### config.mk
export PLATFORM = sky130hd
export DESIGN_NAME = fetch_queue
export DESIGN_NICKNAME = d
export VERILOG_FILES = /design/src/rtl/fetch_queue.sv
export SDC_FILE = /design/constraint.sdc
export NUM_CORES = 1
export LEC_CHECK = 0
export ABC_AREA = 1
export CAP_MARGIN = 20
export CORE_MARGIN = 2
export CORE_UTILIZATION = 30
export DETAILED_ROUTE_END_ITERATION = 6
export PLACE_DENSITY = 0.58
export SLEW_MARGIN = 20
export SYNTH_ARGS = -nofsm -noshare
export SYNTH_HDL_FRONTEND = slang
export SYNTH_SLANG_ARGS = --single-unit
### constraint.sdc
create_clock -name clock -period 2.9 [get_ports clock]
set_input_delay 0.58 -clock clock [delete_from_list [all_inputs] [get_ports clock]]
set_output_delay 0.58 -clock clock [all_outputs]
set_load 0.01 [all_outputs]
### src/rtl/fetch_queue.sv
// Instruction-fetch front end: owns the fetch PC, reads the synchronous instruction
// memory and buffers returned words in a 2-entry queue toward decode.
module fetch_queue #(
    parameter int                ADDR_W   = 10,
    parameter int                DATA_W   = 32,
    parameter logic [ADDR_W-1:0] RESET_PC = '0
) (
    input  logic              clock,
    input  logic              reset_n,
    output logic [ADDR_W-1:0] imem_addr,
    output logic              imem_rd_en,
    input  logic [DATA_W-1:0] imem_data,
    input  logic              redirect_valid,
    input  logic [ADDR_W-1:0] redirect_pc,
    output logic              id_valid,
    input  logic              id_ready,
    output logic [DATA_W-1:0] id_instr,
    output logic [ADDR_W-1:0] id_pc,
    output logic [ADDR_W-1:0] id_pc_next
);

    typedef enum logic {ST_RUN, ST_FLUSH} state_t;

    state_t            r_state;
    state_t            w_state_nxt;
    logic [ADDR_W-1:0] r_fetch_pc;
    logic              r_inflight;
    logic [ADDR_W-1:0] r_inflight_pc;
    logic [1:0]        r_count;
    logic              r_head;
    logic [DATA_W-1:0] r_q_instr [2];
    logic [ADDR_W-1:0] r_q_pc    [2];

    logic              w_pop;
    logic              w_push;
    logic              w_issue;
    logic              w_tail;
    logic [2:0]        w_occ;

    assign id_valid = (r_count != 2'd0);
    assign w_pop    = id_valid & id_ready;
    assign w_tail   = r_head ^ r_count[0];

    // Slots already claimed once this cycle's pop retires; never exceeds 2.
    assign w_occ = {1'b0, r_count} + {2'b00, r_inflight} - {2'b00, w_pop};

    always_comb begin
        w_state_nxt = ST_RUN;
        w_push      = 1'b0;
        w_issue     = 1'b0;
        case (r_state)
            ST_RUN:   w_push = r_inflight;
            ST_FLUSH: w_push = 1'b0;
            default:  w_push = 1'b0;
        endcase
        // NOTE: reset_n gates the combinational request so no read escapes while held in reset.
        if (reset_n && !redirect_valid)
            w_issue = (w_occ < 3'd2);
        if (redirect_valid) begin
            w_push      = 1'b0;
            w_state_nxt = ST_FLUSH;
        end
    end

    assign imem_addr  = r_fetch_pc;
    assign imem_rd_en = w_issue;

    always_ff @(posedge clock or negedge reset_n) begin
        if (!reset_n) begin
            r_state       <= ST_RUN;
            r_fetch_pc    <= RESET_PC;
            r_inflight    <= 1'b0;
            r_inflight_pc <= '0;
            r_count       <= 2'd0;
            r_head        <= 1'b0;
        end else begin
            r_state    <= w_state_nxt;
            r_inflight <= w_issue;
            if (w_issue)
                r_inflight_pc <= r_fetch_pc;
            if (redirect_valid)
                r_fetch_pc <= redirect_pc;
            else if (w_issue)
                r_fetch_pc <= r_fetch_pc + ADDR_W'(1);
            if (redirect_valid) begin
                r_count <= 2'd0;
                r_head  <= 1'b0;
            end else begin
                if (w_pop)
                    r_head <= ~r_head;
                r_count <= r_count + {1'b0, w_push} - {1'b0, w_pop};
            end
        end
    end

    // NOTE: queue storage is not reset; outputs are masked by id_valid instead.
    always_ff @(posedge clock) begin
        if (w_push) begin
            r_q_instr[w_tail] <= imem_data;
            r_q_pc[w_tail]    <= r_inflight_pc;
        end
    end

    assign id_instr   = id_valid ? r_q_instr[r_head] : '0;
    assign id_pc      = id_valid ? r_q_pc[r_head]    : '0;
    assign id_pc_next = id_pc + ADDR_W'(1);

    a_no_overflow: assert property (@(posedge clock) disable iff (!reset_n)
        !(w_push && !w_pop && r_count == 2'd2));

endmodule

# --- After elaboration in Yosys (flattened, before gate mapping) ---
# Memories as Yosys holds them, arrays and structs flattened.
# Cells that the tools add are included.
# W data, S select, Z words.
word_totals:
  reg_bits: 25
  ram_bits: 84
  input_bits: 46
  output_inout_bits: 64
  wordCells: 37
  memories: 2
classes:
  n_addsub: 6
  order_cmp: 1
  n_mux: 13
  n_bitwise: 4
  n_reduce_logical: 5
mem_list:
  columns: ["name", "words", "word_bits", "read_ports", "rd_clocked_by_memory_dff", "write_ports", "line_no", "text"]
  rows:
  - ["r_q_instr", 2, 32, 1, 0, 1, "31", "logic [DATA_W-1:0] r_q_instr [2];"]
  - ["r_q_pc", 2, 10, 1, 0, 1, "32", "logic [ADDR_W-1:0] r_q_pc [2];"]
ops:
  columns: ["cell", "count"]
  rows:
  - ["$mux W32", 1]
  - ["$mux W10", 3]
  - ["$add A10 B1 Y10 const B", 2]
  - ["$mux W1", 7]
  - ["$reduce_bool A2 Y1", 3]
  - ["$add A2 B1 Y3", 1]
  - ["$lt A3 B2 Y1 const B", 1]
  - ["$sub A3 B1 Y3", 1]
  - ["$add A2 B1 Y2", 1]
  - ["$mux W2", 1]
  - ["$not A1 Y1", 2]
  - ["$pmux W1 S2", 1]
  - ["$sub A2 B1 Y2", 1]
  - ["$and A1 B1 Y1", 1]
  - ["$logic_and A1 B1 Y1", 1]
  - ["$logic_not A1 Y1", 1]
  - ["$xor A1 B1 Y1", 1]

# --- Longest topological paths before layout ---
# Gate-level depths: netlist of run 1.
logic_depth:
  ltp_word: 7
  ltp_mapped: 17

# --- Least setup slack after synthesis of run 1 ---
# Ideal clock, no wire load.
synth_path:
  kind: "register to register"
  start: "register r_head"
  end: "memory r_q_instr[0][0], enable pin"
  setup_ns: 0.442
  arrival_time_ns: 2.621
  required_ns: 2.458
  slack_ns: -0.163
  stages_incl_launch_ff: 6
  path_buffers: 2
  cell_sequence: "dfrtp_1 > buf_6 > buf_6 > xnor2_1 > inv_1 > nor2_1"
synth_via:
  elab_chain_cells: 1
synth_rtl:
  columns: ["item", "line_no", "text"]
  rows:
  - ["from (decl)", "30", "logic r_head;"]
  - ["from (signal assigned)", "90", "r_head <= ~r_head;"]
  - ["$xor A1 B1 Y1", "42", "assign w_tail = r_head ^ r_count[0];"]
  - ["to (decl)", "31", null]
# No other way between the ends.

# --- Worst setup path in the final report of run 1 ---
layout_path:
  start: "register r_count[1]"
  end: "output imem_rd_en"
layout_via:
  elab_chain_cells: 5
  word_cells_on_any_way: 6
layout_rtl:
  columns: ["item", "line_no", "text"]
  rows:
  - ["from (decl)", "29", "logic [1:0] r_count;"]
  - ["from (signal assigned)", "91", "r_count <= r_count + {1'b0, w_push} - {1'b0, w_pop};"]
  - ["branches (longest 2 deep; another with $add A2 B1 Y3)", null, null]
  - ["$sub A3 B1 Y3 (*)", "45", "assign w_occ = {1'b0, r_count} + {2'b00, r_inflight} - {2'b00, w_pop};"]
  - ["$lt A3 B2 Y1 (*)", "58", "w_issue = (w_occ < 3'd2);"]
  - ["$mux W1 (*)", "57", "if (reset_n && !redirect_valid)"]
  - ["to (decl)", "11", "output logic imem_rd_en,"]
# Mark *: on every way between the ends.

==> metrics.sh, run 1 <==
SLEW_VIOLATIONS=0
TIMING.CRITICAL_PATH.FROM_TYPE='flip-flop'
ANTENNA_CELLS_INSERTED=0
DP_WORST_SETUP_SLACK_NS=-0.474
WL_UM=10800
WORST_HOLD_SLACK_NS=0.481
NUMCLOCKSINKS=109
CRITICAL_PATH.ENDPOINT_TYPE='primary output'
NETLIST-CELL-TYPE-COUNT=31
FMAX_GHz=0.365
DPL.CELL_COUNT=756
WORST_SETUP_HOLD_PATH_CLK_SLEW_NS=0.07
YOSYS_WARNINGS=0
WORST-ENDPOINT-REQUIRED_NS=2.32
SYNTH.NET_COUNT=482
POWER.DENSITY_CELL_AREA_nW_PER_UM2=878
WORST_HOLD_STARTPOINT='r_inflight_pc[2]$_DFFE_PN0P_'
NETLIST_INSTANCES=431
CLOCK_INSERTION_DELAY_WORST_SKEW_NS=0.35
REMAINING_ROUTING_DRC_VIOLATIONS=0
GRT_SETUP_UNREPAIRED='yes'
STATIC_POWER_DUE_TO_LEAKAGE_nW=2.62
NUM_VIAS=3379
YOSYS_REGISTER_BITS=109
HOLD_VIOL=0
FIN_CRIT_NS=2.74
DRTANTENNAVIOLNETS=0
TIMING.CLOCK.SKEW_NS=0.00652
NUMBER_OF_ANTENNA_VIOLATIONS_AT_THE_FIRST_CHECK_IN_GLOBAL_ROUTING=0
TIMING.CRITICAL_PATH.ARRIVAL_NS=2.16
AREA.GROWTH.SYNTH_TO_FINAL_PCT=37.9
NUMBER_OF_DRC_MARKERS_IN_ITERATION_0=212
GRT_START_MAX_NET_PINS=33
CTS.PATH.MAX_BUFFERS=2
VIA_PER_INST=4.37
TIMING_WORST_SETUP_PATH_TYPE='flip-flop to primary output'
GRT_UTIL_ALL_LAYERS_PCT=13.1
DIE_HEIGHT_UM=129
TIMING.HOLD.WORST_PATH_DEPTH=0
WORST_R2R_PATH_DEPTH=16
TIMING.MAX_SLEW.REL_SLACK_PCT=73.4
CP_MAX_FO=2
TOTALPOWERFINAL_mW=5.72
SETUP_VIOL=0
POST_DR_WIRELENGTH_CELL_UM=13.9
YOSYSSEQAREASHARE_PCT=66.6
COUNT_OF_BUFFERS_FROM_PORT_BUFFERING=109
NUMBER_OF_SEARCH_AND_REPAIR_ITERATIONS_IN_THE_FIRST_DETAILED_ROUTING_PASS=4
FLOORPLAN.CORE_AREA_UM2=15300
DESIGN.DIE.AREA_UM2=16800
CTSROOTBUFFERMASTER='sky130_fd_sc_hd__clkbuf_16'
COMBINED_FLIP_FLOP_AND_LATCH_CELL_AREA_UM2=3150
SYNTH_LARGEST_AREA_CELL='sky130_fd_sc_hd__edfxtp_1'
OUTCOME='finished clean'
SYNTH_TOP_CELL_AREA_SHARE_PCT=53.4
NUM-NETS-FINAL=608
LAYOUT_SETUP_WS_NS=0.159
TRITONCTS_CLOCK_TREE='built'
FINAL_WEIGHTED_CONGESTION_OF_ROUTABILITY_DRIVEN_GLOBAL_PLACEMENT=0.787
FLOORPLAN.IO_PINS=110
WORSTMARGINPINSLEW_NS=0.396
SYNTHESIS.AREA_PER_INSTANCE_UM2=11.0
MIN-DELAY-PATH-CLASS='flip-flop to flip-flop'
HOLD_END='r_q_pc[0][2]$_DFFE_PP_'
CTS_MADE_BUFFERS=9
MULTI_INPUT_COMB_AREA_UM2=1370
VDD.IR_DROP.WORST_mV=0.349
HTREE_NUM_LEVELS=3
FINAL.FILL_COUNT=1450
CRITICAL_PATH.REG2REG.STARTPOINT='r_count[1]$_DFF_PN0_'
SYN-CELL-AREA_UM2=4720
TOTAL_GLOBAL_ROUTING_OVERFLOW=0
SYNTH_AREA_LEADERS='sky130_fd_sc_hd__edfxtp_1, sky130_fd_sc_hd__dfrtp_1, sky130_fd_sc_hd__nand2_1, sky130_fd_sc_hd__a21oi_1, sky130_fd_sc_hd__inv_1'
LAYOUT_WORST_PATH_CYCLE_SHARE_PCT=94.5
R2R-END='imem_addr[7]$_DFFE_PN0P_'
HPWL_UM=7410
DIE-WIDTH_UM=129
LAYOUT.CELLS.NON_FILLER=773
CORE.ROWCOUNT=45
INITIAL_CORE_UTIL_PCT=30.8
NUMBER_OF_GLOBAL_ROUTE_VIAS_BEFORE_REPAIR=3344
WIRE_LENGTH_OF_THE_FIRST_GLOBAL_ROUTING_PASS_UM=16900
R2R_SETUP_SLACK_NS=0.65
MAX_CAP_VIOLATIONS=0
SHARE_OF_POST_ROUTE_CELLS_WITH_DRIVE_STRENGTH_ABOVE_1_PCT=12.8
synthesized netlist by cell type:
cell                       number
sky130_fd_sc_hd__inv_1         27
sky130_fd_sc_hd__nand3_4        1
sky130_fd_sc_hd__o21ai_0       11
sky130_fd_sc_hd__or2_2          1
sky130_fd_sc_hd__o21ai_1        2
sky130_fd_sc_hd__xnor2_1        3
sky130_fd_sc_hd__buf_6          5
sky130_fd_sc_hd__nor3_4         1
sky130_fd_sc_hd__edfxtp_1      84
sky130_fd_sc_hd__nor2_1        15
sky130_fd_sc_hd__dfrtp_1       25
sky130_fd_sc_hd__nand4_1        3
sky130_fd_sc_hd__xor2_1        10
sky130_fd_sc_hd__o211ai_1       5
sky130_fd_sc_hd__nor2_2         1
sky130_fd_sc_hd__nor3_1         2
sky130_fd_sc_hd__fa_1           1
sky130_fd_sc_hd__nand3_2        1
sky130_fd_sc_hd__or2_1          1
sky130_fd_sc_hd__inv_2          4
sky130_fd_sc_hd__buf_2          4
sky130_fd_sc_hd__o21ai_2        1
sky130_fd_sc_hd__nor2_4         3
sky130_fd_sc_hd__inv_4          2
sky130_fd_sc_hd__clkbuf_1       8
sky130_fd_sc_hd__nand3_1       17
sky130_fd_sc_hd__nand2_2        5
sky130_fd_sc_hd__ha_1           4
sky130_fd_sc_hd__a21oi_1       34
sky130_fd_sc_hd__nand2_1      148
sky130_fd_sc_hd__nand2_4        2
per-stage QoR:
| step | util (%) | setup TNS (ns) | instance area, um^2 |
|---|---|---|---|
| 4_1_cts | 42.4 | -0.0361 | 6490 |
| 3_5_place_dp | 40.3 | -0.474 | 6180 |
| 2_1_floorplan | - | 0 | 4730 |
| 6_report | 42.5 | 0 | 6510 |
| 3_3_place_gp | 40.3 | -0.444 | 6180 |
| 5_1_grt | 42.5 | -0.0150 | 6510 |
layer usage:
layer,wire [um],up-vias,track usage (%)
met4,138,0,4.24
li1,-,1682,-
met3,673,13,4.00
met1,4910,1586,17.0
met2,5050,98,21.1
met5,0,-,0
cells by family (layout without fill, tap and decap cells):
logic type,Yosys count,in the layout,share of synthesized area [%]
AND/OR/NAND/NOR,201,201,18.5
flip-flops,109,109,66.6
AO/OA/AOI/OAI,53,53,5.96
buffers and inverters,50,181,4.98
XOR/XNOR,13,13,2.41
adder cells (fa/ha/maj),5,5,1.48
final cells by class:
type,count,area share [%]
multi-input combinational,272,21.1
clock inverter,6,1.11
clock buffer,10,3.52
inverter,33,1.98
timing repair buffer,132,19.9
tap,211,4.05
sequential,109,48.3
state kept, by name (all words and copies together), names as in the netlist:
register,cells
r_head,1
r_q_pc,20
r_count,2
r_q_instr,64
r_inflight_pc,10
r_inflight,1
imem_addr,10
r_state,1
placed cells by master (no fill, tap or decap), types with 2 or more instances in the layout:
cell / netlist / layout
sky130_fd_sc_hd__xor2_1: 10 / 10
sky130_fd_sc_hd__buf_4: 0 / 19
sky130_fd_sc_hd__clkdlybuf4s50_1: 0 / 99
sky130_fd_sc_hd__o21ai_2: 1 / 2
sky130_fd_sc_hd__buf_12: 0 / 2
sky130_fd_sc_hd__nand2_1: 148 / 146
sky130_fd_sc_hd__nor2_1: 15 / 12
sky130_fd_sc_hd__nand2_4: 2 / 3
sky130_fd_sc_hd__xnor2_1: 3 / 3
sky130_fd_sc_hd__ha_1: 4 / 4
sky130_fd_sc_hd__dlygate4sd2_1: 0 / 4
sky130_fd_sc_hd__nor2_2: 1 / 2
sky130_fd_sc_hd__buf_6: 5 / 3
sky130_fd_sc_hd__nand2_2: 5 / 6
sky130_fd_sc_hd__nor2_4: 3 / 5
sky130_fd_sc_hd__a21oi_1: 34 / 34
sky130_fd_sc_hd__nor3_1: 2 / 2
sky130_fd_sc_hd__o211ai_1: 5 / 5
sky130_fd_sc_hd__nand3_1: 17 / 17
sky130_fd_sc_hd__inv_1: 27 / 24
sky130_fd_sc_hd__edfxtp_1: 84 / 84
sky130_fd_sc_hd__dlymetal6s2s_1: 0 / 4
sky130_fd_sc_hd__nand4_1: 3 / 3
sky130_fd_sc_hd__dfrtp_1: 25 / 24
sky130_fd_sc_hd__o21ai_0: 11 / 11
sky130_fd_sc_hd__inv_4: 2 / 2
sky130_fd_sc_hd__clkinvlp_4: 0 / 3
sky130_fd_sc_hd__inv_2: 4 / 7
sky130_fd_sc_hd__clkbuf_16: 0 / 9
repair_timing:
item	in CTS	in global routing
setup endpoints to repair	9	6
hold buffers	0	0
pin swaps	2	5
gates resized for setup	12	15
setup buffers	1	0
worst max path at each step:
stage                         startpoint    endpoint  slack [ns]
floorplan           r_count[1]$_DFF_PN0_  imem_rd_en        0.26
global placement                id_ready  imem_rd_en       -0.44
detailed placement              id_ready  imem_rd_en       -0.47
CTS                             id_ready  imem_rd_en       -0.04
global route        r_count[1]$_DFF_PN0_  imem_rd_en       -0.01
finish              r_count[1]$_DFF_PN0_  imem_rd_en        0.16
worst max-delay path: stages (launching register included):
cell                      delay (ns)
sky130_fd_sc_hd__dfrtp_1        0.41
sky130_fd_sc_hd__nor2_4         0.15
sky130_fd_sc_hd__inv_4          0.05
sky130_fd_sc_hd__nand2_4        0.06
sky130_fd_sc_hd__inv_2          0.04
sky130_fd_sc_hd__nand2_2        0.07
sky130_fd_sc_hd__buf_6          0.10
sky130_fd_sc_hd__inv_2          0.03
sky130_fd_sc_hd__fa_1           0.48
sky130_fd_sc_hd__nand2_1        0.05
sky130_fd_sc_hd__nor2_1         0.11
sky130_fd_sc_hd__nand2_1        0.09
sky130_fd_sc_hd__inv_2          0.09
sky130_fd_sc_hd__buf_6          0.10
where the power goes:
| group | total, mW | internal [mW] | switching, mW |
|---|---|---|---|
| sequential | 2.12 | 1.95 | 0.172 |
| combinational | 2.36 | 1.07 | 1.29 |
| clock | 1.23 | 0.677 | 0.552 |
| total | 5.72 | 3.70 | 2.02 |
No activity file was read; power rests on OpenSTA's default activity.
==> run 2: changes to the inputs <==
--- a/config.mk
+++ b/config.mk
@@ -10,7 +10,9 @@
 export CORE_MARGIN = 2
 export CORE_UTILIZATION = 30
 export DETAILED_ROUTE_END_ITERATION = 6
+export HOLD_SLACK_MARGIN = 0.05
 export PLACE_DENSITY = 0.58
+export SETUP_SLACK_MARGIN = 0.02
 export SLEW_MARGIN = 20
 export SYNTH_ARGS = -nofsm -noshare
 export SYNTH_HDL_FRONTEND = slang
==> run 2 against run 1 <==
Hold slack improved by 0.00072 ns. Clock skew about the same. Register-to-register slack about the same. Critical path depth unchanged. Critical path type unchanged.
==> metrics.sh, run 2 (synthesis results as in run 1) <==
CP_MAX_FO=2  # unchanged
TIMING.MAX_SLEW.REL_SLACK_PCT=73.5  # was 73.4%
TOTAL_GLOBAL_ROUTING_OVERFLOW=0  # unchanged
SETUP_TOTAL_NEGATIVE_SLACK_NS=0  # unchanged
STATIC_POWER_DUE_TO_LEAKAGE_nW=2.62  # unchanged
FMAX_GHz=0.365  # about the same
CTS.PATH.MAX_BUFFERS=2  # unchanged
CLOCKPOWERSHARE_PCT=21.5  # about the same
WORST_HOLD_SLACK_NS=0.482  # was 0.481 ns
COUNT_OF_BUFFERS_FROM_PORT_BUFFERING=109  # unchanged
LARGEST_REGISTERS='r_q_instr: 64 flops, r_q_pc: 20 flops'  # unchanged
FINAL.FILL_COUNT=1450  # unchanged
SETUP_VIOL=0  # unchanged
FIN_CRIT_NS=2.74  # about the same
AREA.GROWTH.SYNTH_TO_FINAL_PCT=37.9  # unchanged
CRITICAL_PATH.ENDPOINT_TYPE='primary output'  # unchanged
SHARE_OF_POST_ROUTE_CELLS_WITH_DRIVE_STRENGTH_ABOVE_1_PCT=12.8  # unchanged
CORE.ROWCOUNT=45  # unchanged
P_SW_mW=2.02  # about the same
CTSROOTBUFFERMASTER='sky130_fd_sc_hd__clkbuf_16'  # unchanged
NUMCLOCKSINKS=109  # unchanged
INITIAL_CORE_UTIL_PCT=30.8  # unchanged
LAYOUT_COMMON_CELLS='sky130_fd_sc_hd__nand2_1, sky130_fd_sc_hd__clkdlybuf4s50_1, sky130_fd_sc_hd__edfxtp_1'  # unchanged
LAYOUT.CELLS.NON_FILLER=773  # unchanged
TIMING.CLOCK.SKEW_NS=0.00653  # was 0.00652 ns
LAYOUT_WORST_PATH_CYCLE_SHARE_PCT=94.6  # was 94.5%
VDD.IR_DROP.WORST_mV=0.349  # about the same
REMAINING_ROUTING_DRC_VIOLATIONS=0  # unchanged
TRITONCTS_CLOCK_TREE='built'  # unchanged
DRTANTENNAVIOLNETS=0  # unchanged
ANTENNA_CELLS_INSERTED=0  # unchanged
NUMBER_OF_DRC_MARKERS_IN_ITERATION_0=204  # was 212
WIRE_LENGTH_OF_THE_FIRST_GLOBAL_ROUTING_PASS_UM=16900  # about the same
LAYOUT_SETUP_WS_NS=0.157  # was 0.159 ns
FLOORPLAN.IO_PINS=110  # unchanged
WORST_SETUP_HOLD_PATH_CLK_SLEW_NS=0.07  # about the same
LARGEST_REGISTER_FFS=64  # unchanged
POWER_SWITCHING_SHARE_PCT=35.3  # about the same
FINAL_WEIGHTED_CONGESTION_OF_ROUTABILITY_DRIVEN_GLOBAL_PLACEMENT=0.787  # unchanged
FLOORPLAN.CORE_AREA_UM2=15300  # unchanged
TOTALPOWERFINAL_mW=5.72  # about the same
GRT_SETUP_UNREPAIRED='yes'  # unchanged
NUMBER_OF_GLOBAL_ROUTE_VIAS_BEFORE_REPAIR=3353  # was 3344
TIMING_WORST_SETUP_PATH_TYPE='flip-flop to primary output'  # unchanged
UTILIZATION_PCT=42.5  # unchanged
NUM_VIAS=3399  # was 3379
MAX_CAP_VIOLATIONS=0  # unchanged
INTERNAL_POWER_mW=3.70  # about the same
DIE_HEIGHT_UM=129  # unchanged
NUMBER_OF_ANTENNA_VIOLATIONS_AT_THE_FIRST_CHECK_IN_GLOBAL_ROUTING=0  # unchanged
WORST-ENDPOINT-REQUIRED_NS=2.32  # about the same
SEQPWRFRAC_PCT=37.1  # about the same
GRT_START_MAX_NET_PINS=33  # unchanged
POST_DR_WIRELENGTH_CELL_UM=13.9  # about the same
CTS_MADE_BUFFERS=9  # unchanged
DESIGN.DIE.AREA_UM2=16800  # unchanged
HOLD_VIOL=0  # unchanged
TIMING.CRITICAL_PATH.ARRIVAL_NS=2.16  # about the same
POWER.DENSITY_CELL_AREA_nW_PER_UM2=878  # about the same
GRT_UTIL_ALL_LAYERS_PCT=13.2  # was 13.1%
REGMOSTFLOPS='r_q_instr'  # unchanged
DPL.CELL_COUNT=756  # unchanged
TIMING.CRITICAL_PATH.FROM_TYPE='flip-flop'  # unchanged
WORSTMARGINPINSLEW_NS=0.395  # was 0.396 ns
NUM-NETS-FINAL=608  # unchanged
FINISH.INSTANCE_AREA_UM2=6510  # unchanged
PLACEMENT.CELL_AREA_UM2=6180  # unchanged
HTREE_NUM_LEVELS=3  # unchanged
MIN-DELAY-PATH-CLASS='flip-flop to flip-flop'  # unchanged
SLEW_VIOLATIONS=0  # unchanged
DP_WORST_SETUP_SLACK_NS=-0.474  # unchanged
VIA_PER_INST=4.40  # was 4.37
CLOCK_INSERTION_DELAY_WORST_SKEW_NS=0.35  # about the same
COMBPWRFRAC_PCT=41.4  # about the same
WL_UM=10800  # about the same
HPWL_UM=7410  # unchanged
FINAL_COMMON_CELL='sky130_fd_sc_hd__nand2_1'  # unchanged
NUMBER_OF_SEARCH_AND_REPAIR_ITERATIONS_IN_THE_FIRST_DETAILED_ROUTING_PASS=4  # unchanged
DIE-WIDTH_UM=129  # unchanged
OUTCOME='finished clean'  # unchanged
run 2: power groups by stage:
stage | Combinational, mW | Clock [mW] | Sequential (mW)
6_report | 2.37 | 1.23 | 2.12
4_1_cts | 2.38 | 1.28 | 2.12
3_5_place_dp | 2.38 | 0 | 2.15
3_3_place_gp | 2.35 | 0 | 2.14
2_1_floorplan | 1.23 | 0 | 2.14
5_1_grt | 2.61 | 1.35 | 2.16
run 2: cell type report:
cell class,count,area (um^2),area share [%]
inverters,33,129,1.98
well taps,211,264,4.05
flip-flops and latches,109,3150,48.3
multi-input cells,272,1370,21.1
repair buffers,132,1300,19.9
clock buffers,10,229,3.52
clock inverters,6,72.6,1.11
run 2: worst max-delay path, stage by stage (launching register included):
cell                      delay, ns
sky130_fd_sc_hd__dfrtp_1       0.41
sky130_fd_sc_hd__nor2_4        0.15
sky130_fd_sc_hd__inv_4         0.05
sky130_fd_sc_hd__nand2_4       0.06
sky130_fd_sc_hd__inv_2         0.04
sky130_fd_sc_hd__nand2_2       0.07
sky130_fd_sc_hd__buf_6         0.10
sky130_fd_sc_hd__inv_2         0.03
sky130_fd_sc_hd__fa_1          0.48
sky130_fd_sc_hd__nand2_1       0.05
sky130_fd_sc_hd__nor2_1        0.11
sky130_fd_sc_hd__nand2_1       0.09
sky130_fd_sc_hd__inv_2         0.09
sky130_fd_sc_hd__buf_6         0.10
run 2: per-layer routing:
metal / track usage [%] / routed length, um
met4: 4.24 / 131
met2: 21.2 / 5050
met3: 4.00 / 679
met5: 0 / 0
met1: 17.0 / 4900
run 2: worst paths after layout:
check / startpoint / to / slack, ns / depth (start not counted)
hold reg to reg: r_inflight_pc[2]$_DFFE_PN0P_ / r_q_pc[0][2]$_DFFE_PP_ / 0.48 / 0
setup reg to reg: r_count[1]$_DFF_PN0_ / imem_addr[7]$_DFFE_PN0P_ / 0.65 / 16
max in group asynchronous: reset_n / r_head$_DFFE_PN0P_ / 1.94 / 2
min in group asynchronous: reset_n / imem_addr[3]$_DFFE_PN0P_ / 0.70 / 2
hold / removal: r_inflight_pc[2]$_DFFE_PN0P_ / r_q_pc[0][2]$_DFFE_PP_ / 0.48 / 0
setup / recovery: r_count[1]$_DFF_PN0_ / imem_rd_en / 0.16 / 13
run 2: timing repair:
item / CTS / global route
hold buffers: 0 / 0
endpoints found under the setup margin: 9 / 6
buffers inserted: 1 / 0
pin swaps: 2 / 5
resized for setup: 13 / 14
